[src/rtl/pool_window_sequencer.sv]
// pool_window_sequencer
// Walks a square feature map in non-overlapping 2x2 windows. Each window is
// fetched from the input buffer (four reads), handed to the pooling core via
// a level start/finish handshake, and the pooled pixel is written to the
// output buffer. POOL and CLEAR waits are bounded by a timeout that aborts
// the frame and raises a sticky error flag.
module pool_window_sequencer #(
    parameter int IMG_SIZE = 28,
    parameter int DATA_W   = 16,
    parameter int ADDR_W   = 16,
    parameter int TIMEOUT  = 255
) (
    input  logic                clk,
    input  logic                rst,
    input  logic                start,
    output logic                busy,
    output logic                done,
    output logic                error,
    output logic                rd_en,
    output logic [ADDR_W-1:0]   rd_addr,
    input  logic [DATA_W-1:0]   rd_data,
    output logic [4*DATA_W-1:0] win_out,
    output logic                pool_start,
    input  logic                pool_finish,
    input  logic [DATA_W-1:0]   pool_pixel,
    output logic                wr_en,
    output logic [ADDR_W-1:0]   wr_addr,
    output logic [DATA_W-1:0]   wr_data
);

    // Wait counter must be able to hold TIMEOUT-1 (TIMEOUT >= 1).
    localparam int WAIT_W = (TIMEOUT < 2) ? 1 : $clog2(TIMEOUT + 1);

    localparam logic [ADDR_W-1:0] EDGE      = ADDR_W'(IMG_SIZE);
    localparam logic [ADDR_W-1:0] LAST_POS  = ADDR_W'(IMG_SIZE - 2);
    localparam logic [ADDR_W-1:0] ONE       = ADDR_W'(1);
    localparam logic [ADDR_W-1:0] STEP      = ADDR_W'(2);
    localparam logic [WAIT_W-1:0] WAIT_LAST = WAIT_W'(TIMEOUT - 1);

    typedef enum logic [2:0] {
        S_IDLE,
        S_FETCH,
        S_POOL,
        S_WRITE,
        S_CLEAR,
        S_DONE
    } state_t;

    state_t r_state;
    state_t w_state_next;

    logic [2:0]        r_fetch_cnt;
    logic [ADDR_W-1:0] r_row;
    logic [ADDR_W-1:0] r_col;
    logic [ADDR_W-1:0] r_out_idx;
    logic [WAIT_W-1:0] r_wait;
    logic [DATA_W-1:0] r_pixel;
    logic              r_error;

    logic              w_accept;
    logic              w_last_win;
    logic              w_wait_expired;
    logic              w_advance;
    logic              w_busy;
    logic              w_done;
    logic              w_rd_en;
    logic              w_pool_start;
    logic              w_wr_en;
    logic              w_set_error;
    logic [ADDR_W-1:0] w_base;
    logic [ADDR_W-1:0] w_rd_addr;

    assign w_accept       = (r_state == S_IDLE) && start;
    assign w_last_win     = (r_row == LAST_POS) && (r_col == LAST_POS);
    assign w_wait_expired = (r_wait == WAIT_LAST);
    // Leaving CLEAR for another window (not the last one).
    assign w_advance      = (r_state == S_CLEAR) && !pool_finish && !w_last_win;
    // Top-left pixel address of the current window.
    assign w_base         = r_row * EDGE + r_col;

    // State register.
    always_ff @(posedge clk) begin
        if (rst) begin
            r_state <= S_IDLE;
        end else begin
            r_state <= w_state_next;
        end
    end

    // Next-state decode and control strobes.
    always_comb begin
        w_state_next = r_state;
        w_busy       = 1'b1;
        w_done       = 1'b0;
        w_rd_en      = 1'b0;
        w_pool_start = 1'b0;
        w_wr_en      = 1'b0;
        w_set_error  = 1'b0;
        case (r_state)
            S_IDLE: begin
                w_busy = 1'b0;
                if (start) begin
                    w_state_next = S_FETCH;
                end
            end
            S_FETCH: begin
                // Reads on f=0..3; f=4 only captures the last returned pixel.
                w_rd_en = (r_fetch_cnt != 3'd4);
                if (r_fetch_cnt == 3'd4) begin
                    w_state_next = S_POOL;
                end
            end
            S_POOL: begin
                w_pool_start = 1'b1;
                if (pool_finish) begin
                    w_state_next = S_WRITE;
                end else if (w_wait_expired) begin
                    w_set_error  = 1'b1;
                    w_state_next = S_IDLE;
                end
            end
            S_WRITE: begin
                w_wr_en      = 1'b1;
                w_state_next = S_CLEAR;
            end
            S_CLEAR: begin
                // Core must drop finish before the next window may start.
                if (!pool_finish) begin
                    w_state_next = w_last_win ? S_DONE : S_FETCH;
                end else if (w_wait_expired) begin
                    w_set_error  = 1'b1;
                    w_state_next = S_IDLE;
                end
            end
            S_DONE: begin
                w_done       = 1'b1;
                w_state_next = S_IDLE;
            end
            default: begin
                w_state_next = S_IDLE;
            end
        endcase
    end

    // Read address for the four window pixels, zero when not reading.
    always_comb begin
        w_rd_addr = '0;
        if (w_rd_en) begin
            case (r_fetch_cnt[1:0])
                2'd0:    w_rd_addr = w_base;
                2'd1:    w_rd_addr = w_base + ONE;
                2'd2:    w_rd_addr = w_base + EDGE;
                default: w_rd_addr = w_base + EDGE + ONE;
            endcase
        end
    end

    // Fetch sub-counter runs only while in FETCH.
    always_ff @(posedge clk) begin
        if (rst) begin
            r_fetch_cnt <= '0;
        end else if (r_state == S_FETCH) begin
            r_fetch_cnt <= r_fetch_cnt + 3'd1;
        end else begin
            r_fetch_cnt <= '0;
        end
    end

    // Wait counter: cleared outside POOL/CLEAR, so it restarts on each entry.
    always_ff @(posedge clk) begin
        if (rst) begin
            r_wait <= '0;
        end else if ((r_state == S_POOL) || (r_state == S_CLEAR)) begin
            r_wait <= r_wait + 1'b1;
        end else begin
            r_wait <= '0;
        end
    end

    // Window position and output index; step in raster order of windows.
    always_ff @(posedge clk) begin
        if (rst) begin
            r_row     <= '0;
            r_col     <= '0;
            r_out_idx <= '0;
        end else if (w_accept) begin
            r_row     <= '0;
            r_col     <= '0;
            r_out_idx <= '0;
        end else if (w_advance) begin
            r_out_idx <= r_out_idx + ONE;
            if (r_col == LAST_POS) begin
                r_col <= '0;
                r_row <= r_row + STEP;
            end else begin
                r_col <= r_col + STEP;
            end
        end
    end

    // Latch the core result on the first finish seen in POOL.
    always_ff @(posedge clk) begin
        if (rst) begin
            r_pixel <= '0;
        end else if ((r_state == S_POOL) && pool_finish) begin
            r_pixel <= pool_pixel;
        end
    end

    // Sticky timeout flag, cleared only by an accepted start.
    always_ff @(posedge clk) begin
        if (rst) begin
            r_error <= 1'b0;
        end else if (w_accept) begin
            r_error <= 1'b0;
        end else if (w_set_error) begin
            r_error <= 1'b1;
        end
    end

    // Window slots: slot gi captures read data on fetch step gi+1, because
    // the buffer returns data one cycle after the read strobe.
    genvar gi;
    generate
        for (gi = 0; gi < 4; gi++) begin : g_slot
            logic [DATA_W-1:0] r_slot;

            // Capture one window pixel.
            always_ff @(posedge clk) begin
                if (rst) begin
                    r_slot <= '0;
                end else if ((r_state == S_FETCH) && (r_fetch_cnt == 3'(gi + 1))) begin
                    r_slot <= rd_data;
                end
            end

            assign win_out[gi*DATA_W +: DATA_W] = r_slot;
        end
    endgenerate

    assign busy       = w_busy;
    assign done       = w_done;
    assign error      = r_error;
    assign rd_en      = w_rd_en;
    assign rd_addr    = w_rd_addr;
    assign pool_start = w_pool_start;
    assign wr_en      = w_wr_en;
    assign wr_addr    = w_wr_en ? r_out_idx : '0;
    assign wr_data    = r_pixel;

endmodule

[config.mk]
export PLATFORM = sky130hd
export DESIGN_NAME = pool_window_sequencer
export DESIGN_NICKNAME = d
export VERILOG_FILES = /design/src/rtl/pool_window_sequencer.sv
export SDC_FILE = /design/constraint.sdc
export NUM_CORES = 1
export LEC_CHECK = 0
export CAP_MARGIN = 15
export CORE_MARGIN = 2
export CORE_UTILIZATION = 60
export DETAILED_ROUTE_END_ITERATION = 6
export DONT_BUFFER_PORTS = 1
export MAX_ROUTING_LAYER = met4
export PLACE_DENSITY = 0.73
export SYNTH_ARGS = -nofsm -noshare
export SYNTH_HDL_FRONTEND = slang
export SYNTH_SLANG_ARGS = --single-unit
export TNS_END_PERCENT = 5
[constraint.sdc]
create_clock -name clk -period 10.2 [get_ports clk]
set_input_delay 1.53 -clock clk [delete_from_list [all_inputs] [get_ports clk]]
set_output_delay 1.53 -clock clk [all_outputs]
set_load 0.005 [all_outputs]
Word level (Yosys, flattened, before mapping). Index checks and enable logic that the tools add are counted.

Register bits after elaboration: 143. Bits of input ports: 36. Output and inout port bits: 118.

Add/subtract/negate cells: 9. $mul: 1. Equality and inequality tests: 17. Mux-type cells: 20. Bitwise gates (word level): 2. Reduce and logical (&&, ||, !) cells: 19.

Operators by type and width (number): $add 16x1->16 const B (3); $mux 16 (3); $pmux 16 s3 (1); $add 16x2->16 const B (2); $eq 16x5->1 const B (2); $mux 3 (6); $add 16x16->16 (1); $add 16x5->16 const B (1); $mul 16x3->14 const B (1); $pmux 3 s5 (1); $eq 3x2->1 const B (4); $eq 3x3->1 const B (3); $logic_and 1x1->1 (9); $add 8x1->8 const B (1); $eq 8x8->1 const B (1); $mux 1 (8); $eq 3x1->1 const B (2); $reduce_or 2->1 (3); $reduce_and 2->1 (2); $add 3x1->3 const B (1); $logic_not 3->1 (1); $ne 3x3->1 const B (1); $eq 2x1->1 const B (1); $eq 2x2->1 const B (1); other kinds (7) (9).

Depth between registers and ports, before layout. Gate-level depths: netlist of the first run.

Depth in word-level cells: 6. Mapped depth: 19. Depth with buffers taken out: 19.

Worst setup path after synthesis of the first run. No wires, ideal clock.

Path kind: register -> output. From: register r_row[3]. To: output rd_addr[15]. Data arrival time: 3935 ps. Path slack: 4735 ps. Stages on the path, launching flop included: 18. Path buffers: 1. Cell sequence: dfxtp_1 -> fa_1 -> ha_1 -> fa_1 -> a21o_1 -> a211oi_1 -> nor2_1 -> nor2_1 -> xnor2_1 -> ha_1 -> clkbuf_1 -> nand2_1 -> a211oi_1 -> o31a_1 -> nor3_2 -> nor4b_2 -> and4_1 -> nor3_1.

Word-level cells in the longest chain between the ends: 6. Elaborated cells between the ends (all ways): 7. Classes of those cells: 4 x add/sub; 1 x mul; 2 x mux.

RTL lines: start: declaration (line 53) `logic [ADDR_W-1:0] r_row;`; start signal: assignment (line 194) `r_row <= r_row + STEP;`; $mul 16x3->14 * (line 79) `assign w_base = r_row * EDGE + r_col;`; $add 16x16->16 * (line 79); $add 16x5->16 (line 152, 153); $add 16x1->16 (line 153) `default: w_rd_addr = w_base + EDGE + ONE;`; $pmux 16 s3 * (line 149) `case (r_fetch_cnt[1:0])`; $mux 16 * (line 148) `if (w_rd_en) begin`; end: declaration (line 20) `output logic [ADDR_W-1:0] rd_addr,`.

Every way passes the cells marked *; elsewhere a longest branch is shown, timed or not.

Worst setup path after layout of the first run.
From: register r_row[4]. To: output rd_addr[15].

The elaborated chain is that of the path after synthesis.

==> flow_metrics.tcl, run 1 <==
set metrics [dict create \
    status "finished clean" \
    rows 40 \
    avgSynthCellArea_um2 8.01 \
    numCtsBuffers 17 \
    synth-edff-count 0 \
    finalSetupViolCount 0 \
    die-area_um2 13400 \
    layout.nets 1016 \
    hpwlAfterDp_um 13000 \
    clkTransAtPathRegs_ns 0.06 \
    grt_max_degree 89 \
    cap_violations 0 \
    drive_gt1_frac 0.0547 \
    wirelength_um 17700 \
    cts.sinks 141 \
    synth_top_area_cell "dfxtp_1" \
    layout_min_cycle_time_ns 6.26 \
    syn_to_final_growth_pct 9.28 \
    worstHoldPathType "flip-flop to flip-flop" \
    setup.worst_path.class "flip-flop to output pin" \
    cp_max_fo 6 \
    synth_cell_type_count 61 \
    syn_nets 1033 \
    fp.coreArea_um2 12100 \
    startpoint_type "flip-flop" \
    tightest_slew_ns 1.11 \
    ant_nets 0 \
    grt_pass1_wl_um 29000 \
    hold_viol_final 0 \
    post-route-drc-count 0 \
    fillers 998 \
    critPathCaptureType "output pin" \
    ir_drop_mv 0.121 \
    instances_no_fill 1101 \
    viasPerCell 5.83 \
    p_per_area_nw_per_um2 151 \
    cts_hold_repair.buffers 0 \
    final_common_cell "nand2_1" \
    track_usage 0.278 \
    cts-root-buf "clkbuf_16" \
    crit_arrival_ns 4.73 \
    ios 154 \
    die_w_um 116 \
    htreeDepth 4 \
    initial_core_util 0.620 \
    first_global_vias 6056 \
    clk_path_buf_depth 2 \
    cts_resized 0 \
    antenna_found_initial 0 \
    ys_seq_elements 141 \
    holdPathStages 2 \
    finalCritPeriodShare 0.614 \
    yosys.area.top_type_share 0.376 \
    diodes 0 \
    final_cell_mix "nand2_1 (204), dfxtp_1 (141), a21oi_1 (118)" \
    dr.pass1.iters 5 \
    tns_ns 0 \
    placed_cells 1069 \
    clock_skew_ns 0.0109 \
    tritoncts "built" \
    wl_per_cell_um 16.1 \
    gr-total-overflow 0 \
    rsz0062_at_grt "false" \
    port_buffers 0 \
    post-cts-setup-buffers 0 \
    vias 6416 \
    die_h_um 116 \
    whs_ns 0.468 \
    drt_iter0_drc 476 \
    reg2regPathDepth 11 \
    syn_inst 937 \
    synth_area_leaders "dfxtp_1 (38%), nand2_1 (10%), ha_1 (8.0%)" \
    synth-main-ff-cell "dfxtp_1" \
    p_leak_uw 0.00312 \
    yosysWarnings 0 \
    clock_latency_ns 0.41 \
    place.gp.congestion 0.876 \
    final_max_slew_viol_count 0 \
    seq_area_frac_synth 0.376 \
    async_flop_share 0 \
    timing.fmax_mhz 160 \
    syn_area_um2 7510 \
    slew_headroom 0.257 \
    cp.required_ns 8.67 \
]
critical path, cell delays in order, from the launching register on:
cell and delay, ns:
dfxtp_1 0.50, fa_1 0.53, ha_1 0.31, a21o_1 0.16, a21oi_1 0.24, o21bai_1 0.09, a21oi_1 0.22, o21ai_0 0.19
a21o_1 0.20, a21oi_1 0.17, xnor2_1 0.15, ha_1 0.28, o21a_1 0.15, o21a_1 0.11, o21ai_0 0.20, o31ai_1 0.11
nor3_1 0.19, xor2_1 0.12, and4_1 0.23, nor3_1 0.19
layout make-up:
cell class	count	area [um2]	share of cell area
tap	168	210	0.0256
clock buffer	21	460	0.0561
multi-input combinational	728	4430	0.540
sequential	141	2820	0.344
timing repair buffer	2	15.0	0.00183
inverter	30	113	0.0137
clock inverter	11	155	0.0189
worst paths after layout:
kind                                              start                       to  slack [ns]
worst max register to register    r_row[7]$_SDFFE_PP0P_   r_col[13]$_SDFFE_PP0P_        7.24
worst max-delay path              r_row[4]$_SDFFE_PP0P_              rd_addr[15]        3.94
worst min register to register  wr_data[8]$_SDFFE_PP0P_  wr_data[8]$_SDFFE_PP0P_        0.47
worst min-delay path            wr_data[8]$_SDFFE_PP0P_  wr_data[8]$_SDFFE_PP0P_        0.47
power by group:
part	switching (uW)	internal, uW	total, uW
clock network	238	401	639
logic	30.1	9.77	39.9
registers	6.66	555	562
total	274	966	1240
state kept, by name (all words and copies together), names as in the netlist:
register and count:
error 1, wr_data 16, r_fetch_cnt 3, r_state 3, g_slot.r_slot 64, r_out_idx 16
r_col 15, r_wait 8, r_row 15
synth_stat cells, types with 14 or more instances:
| master | instances |
|---|---|
| dfxtp_1 | 141 |
| xnor2_1 | 33 |
| ha_1 | 48 |
| nor3_1 | 18 |
| nand3_1 | 17 |
| or3_1 | 14 |
| inv_1 | 30 |
| nand2_1 | 204 |
| clkbuf_1 | 37 |
| and3_1 | 24 |
| xor2_1 | 26 |
| o21ai_0 | 21 |
| nor2_1 | 87 |
| a21oi_1 | 118 |
per-layer routing:
layer	vias up	track usage	wire [um]
met3	26	0.0633	1140
met5	-	-	0
li1	3146	-	-
met4	0	0.0921	295
met2	205	0.446	8580
met1	3039	0.349	7660
per-stage QoR:
stage	setup slack (ns)	area, um2	total power (uW)	utilization
floorplan	4.74	7510	608	-
global placement	4.54	7590	612	0.627
detailed placement	4.44	7590	614	0.627
CTS	3.99	8210	1250	0.678
global route	3.54	8210	1280	0.678
finish	3.94	8210	1240	0.678
logic make-up after synthesis:
family                   synth area share
XOR/XNOR                           0.0688
buffers and inverters              0.0342
AND/OR/NAND/NOR                     0.262
multiplexers                      0.00133
AO/OA/AOI/OAI                       0.146
adder cells (fa/ha/maj)             0.112
flip-flops                          0.376
(Power assumes the default switching activity.)
==> inputs of run 2 (changes only) <==
CORE_UTILIZATION = 58   (was 60)
clock period = 5.7 ns   (was 10.2 ns; I/O delays follow)
==> run 2 against run 1 <==
  * Critical path depth unchanged
  * Highest routed layer unchanged
  * Final area fell by 0.17%
  * First-iteration DRC count grew 8.2%
  * Critical endpoint unchanged
  * Total power is 74% higher
  * Clock-buffer cell count is 4 lower
  * Clock power grew 69%
  * Wire length grew 3.6%
  * Register-to-register slack worse by 4.5 ns
  * Utilization down 2.8 points
  * Sequential power is 80% higher
  * Non-clock buffer count stayed put
  * Combinational power up 81%
==> flow_metrics.tcl, run 2 (synthesis gave the netlist of run 1 again) <==
set metrics [dict create \
    status "finished clean" \
    clkTransAtPathRegs_ns 0.07 \
    slowest_delay_ns 0.49 \
    grt_max_degree 89 \
    top_register "g_slot.r_slot" \
    rsz0062_at_grt "false" \
    clock_latency_ns 0.41 \
    cp_slowest_cell "fa_1" \
    die_w_um 118 \
    initial_core_util 0.595 \
    p_comb_frac 0.033 \
    finalSetupViolCount 0 \
    place.gp.congestion 0.889 \
    pwr-share-seq 0.465 \
    switching_share 0.247 \
    holdPathStages 2 \
    p_int_uw 1630 \
    hold_end "g_slot[2].r_slot[14]$_SDFFE_PP0P_" \
    fp.coreArea_um2 12600 \
    clk_path_buf_depth 2 \
    post-cts-setup-buffers 0 \
    slew_headroom 0.242 \
    first_global_vias 5984 \
    cp.required_ns 4.85 \
    wl_met3_um 1340 \
    final_cell_mix "nand2_1 (204), dfxtp_1 (137), a21oi_1 (117)" \
    worstReg2RegStart "r_row[8]$_SDFFE_PP0P_" \
    layout.nets 1016 \
    path_delay_family "compound AO/OA/AOI/OAI gates" \
    die-area_um2 13900 \
    worstHoldPathType "flip-flop to flip-flop" \
    finalCritPeriodShare 0.952 \
    p_per_area_nw_per_um2 264 \
    timing.fmax_mhz 184 \
    antenna_found_initial 0 \
    vias 6415 \
    drt_iter0_drc 515 \
    cts-root-buf "clkbuf_16" \
    rows 41 \
    total_power_uw 2160 \
    ir_drop_mv 0.260 \
    startpoint_type "flip-flop" \
    ant_nets 0 \
    numCtsBuffers 17 \
    hold_start "g_slot[2].r_slot[14]$_SDFFE_PP0P_" \
    final_common_cell "nand2_1" \
    reg2regPathDepth 11 \
    p_leak_uw 0.00311 \
    path_cells "fa_1, ha_1, a21o_1, a21oi_1, o21bai_1, a21oi_2, o21ai_0, a21o_1, a21oi_1, xnor2_1, ha_1, o21a_1, o21a_1, o21ai_0, o31ai_1, nor3_1, xor2_1, and4_1, nor3_1" \
    cts_hold_repair.buffers 0 \
    cts.sinks 141 \
    tritoncts "built" \
    tightest_slew_ns 1.13 \
    cap_violations 0 \
    layout_setup_ws_ns 0.273 \
    cts_resized 0 \
    layout_min_cycle_time_ns 5.43 \
    clkPwrFrac 0.501 \
    p_switching_uw 533 \
    dp_slack_ns 0.595 \
    gr-total-overflow 0 \
    top_layer_used "met4" \
    dr_wl_met2_um 8800 \
    crit-reg2reg-capture "r_col[13]$_SDFFE_PP0P_" \
    port_buffers 0 \
    diodes 0 \
    hpwlAfterDp_um 13300 \
    wirelength_um 18300 \
    hold_viol_final 0 \
    tns_ns 0 \
    htreeDepth 4 \
    drive_gt1_frac 0.0643 \
    reg2reg_slack_ns 2.79 \
    dr.pass1.iters 6 \
    syn_to_final_growth_pct 9.10 \
    crit_arrival_ns 4.57 \
    final_max_slew_viol_count 0 \
    grt_pass1_wl_um 29800 \
    critPathCaptureType "output pin" \
    die_h_um 118 \
    post-route-drc-count 0 \
    largest_reg_flops 64 \
    path_buf_inv 0 \
    clock_skew_ns 0.00933 \
    cp_max_fo 6 \
    instances_no_fill 1105 \
    ios 154 \
    setup.worst_path.class "flip-flop to output pin" \
    placed_cells 1073 \
    wl_met1_um 7770 \
    placed_area_um2 7600 \
    viasPerCell 5.81 \
    wl_per_cell_um 16.6 \
    track_usage 0.267 \
    final_area_um2 8190 \
]
## run 2: tightest hold or removal path: cells and delay by family, from the launching register on
| family | cells | cell delay (ns) |
|---|---|---|
| DFF | 1 | 0.32 |
| AOI/OAI and AO/OA | 1 | 0.05 |
| and+or+nand+nor | 1 | 0.06 |
## run 2: how the worst max path moves through the flow
stage / start / endpoint / slack (ns) / cells after the start
2_1_floorplan: r_row[3]$_SDFFE_PP0P_ / rd_addr[15] / 0.91 / 17
3_3_place_gp: r_row[3]$_SDFFE_PP0P_ / rd_addr[15] / 0.71 / 18
3_5_place_dp: r_row[3]$_SDFFE_PP0P_ / rd_addr[15] / 0.60 / 16
4_1_cts: r_row[4]$_SDFFE_PP0P_ / rd_addr[15] / 0.13 / 16
5_1_grt: r_row[3]$_SDFFE_PP0P_ / rd_addr[15] / 0.06 / 18
6_report: r_row[3]$_SDFFE_PP0P_ / rd_addr[15] / 0.27 / 19
## run 2: final cells by class
type                            count  area, um2
Multi-Input combinational cell    728       4450
Fill cell                        1126       4430
Sequential cell                   141       2830
Clock buffer                       17        425
Tap cell                          172        215
Clock inverter                     15        151
Inverter                           30        113
Timing Repair Buffer                2       15.0
## run 2: power by group through the flow
stage	registers (uW)	logic [uW]	clock network, uW
3_5_place_dp	1030	71.1	0
3_3_place_gp	1030	68.3	0
6_report	1010	72.1	1080
4_1_cts	1010	71.7	1100
5_1_grt	1010	81.4	1150
2_1_floorplan	1020	67.0	0
## run 2: per-layer routing
metal / GRT usage / vias to the layer above
met5: - / -
li1: - / 3161
met2: 0.426 / 225
met1: 0.330 / 2997
met3: 0.0644 / 32
met4: 0.0994 / 0
## run 2: through the flow
stage | util | hold slack, ns
after floorplan | - | 0.430
final | 0.649 | 0.469
after global placement | 0.602 | 0.443
after detailed placement | 0.602 | 0.461
after global routing | 0.649 | 0.479
after CTS | 0.648 | 0.470
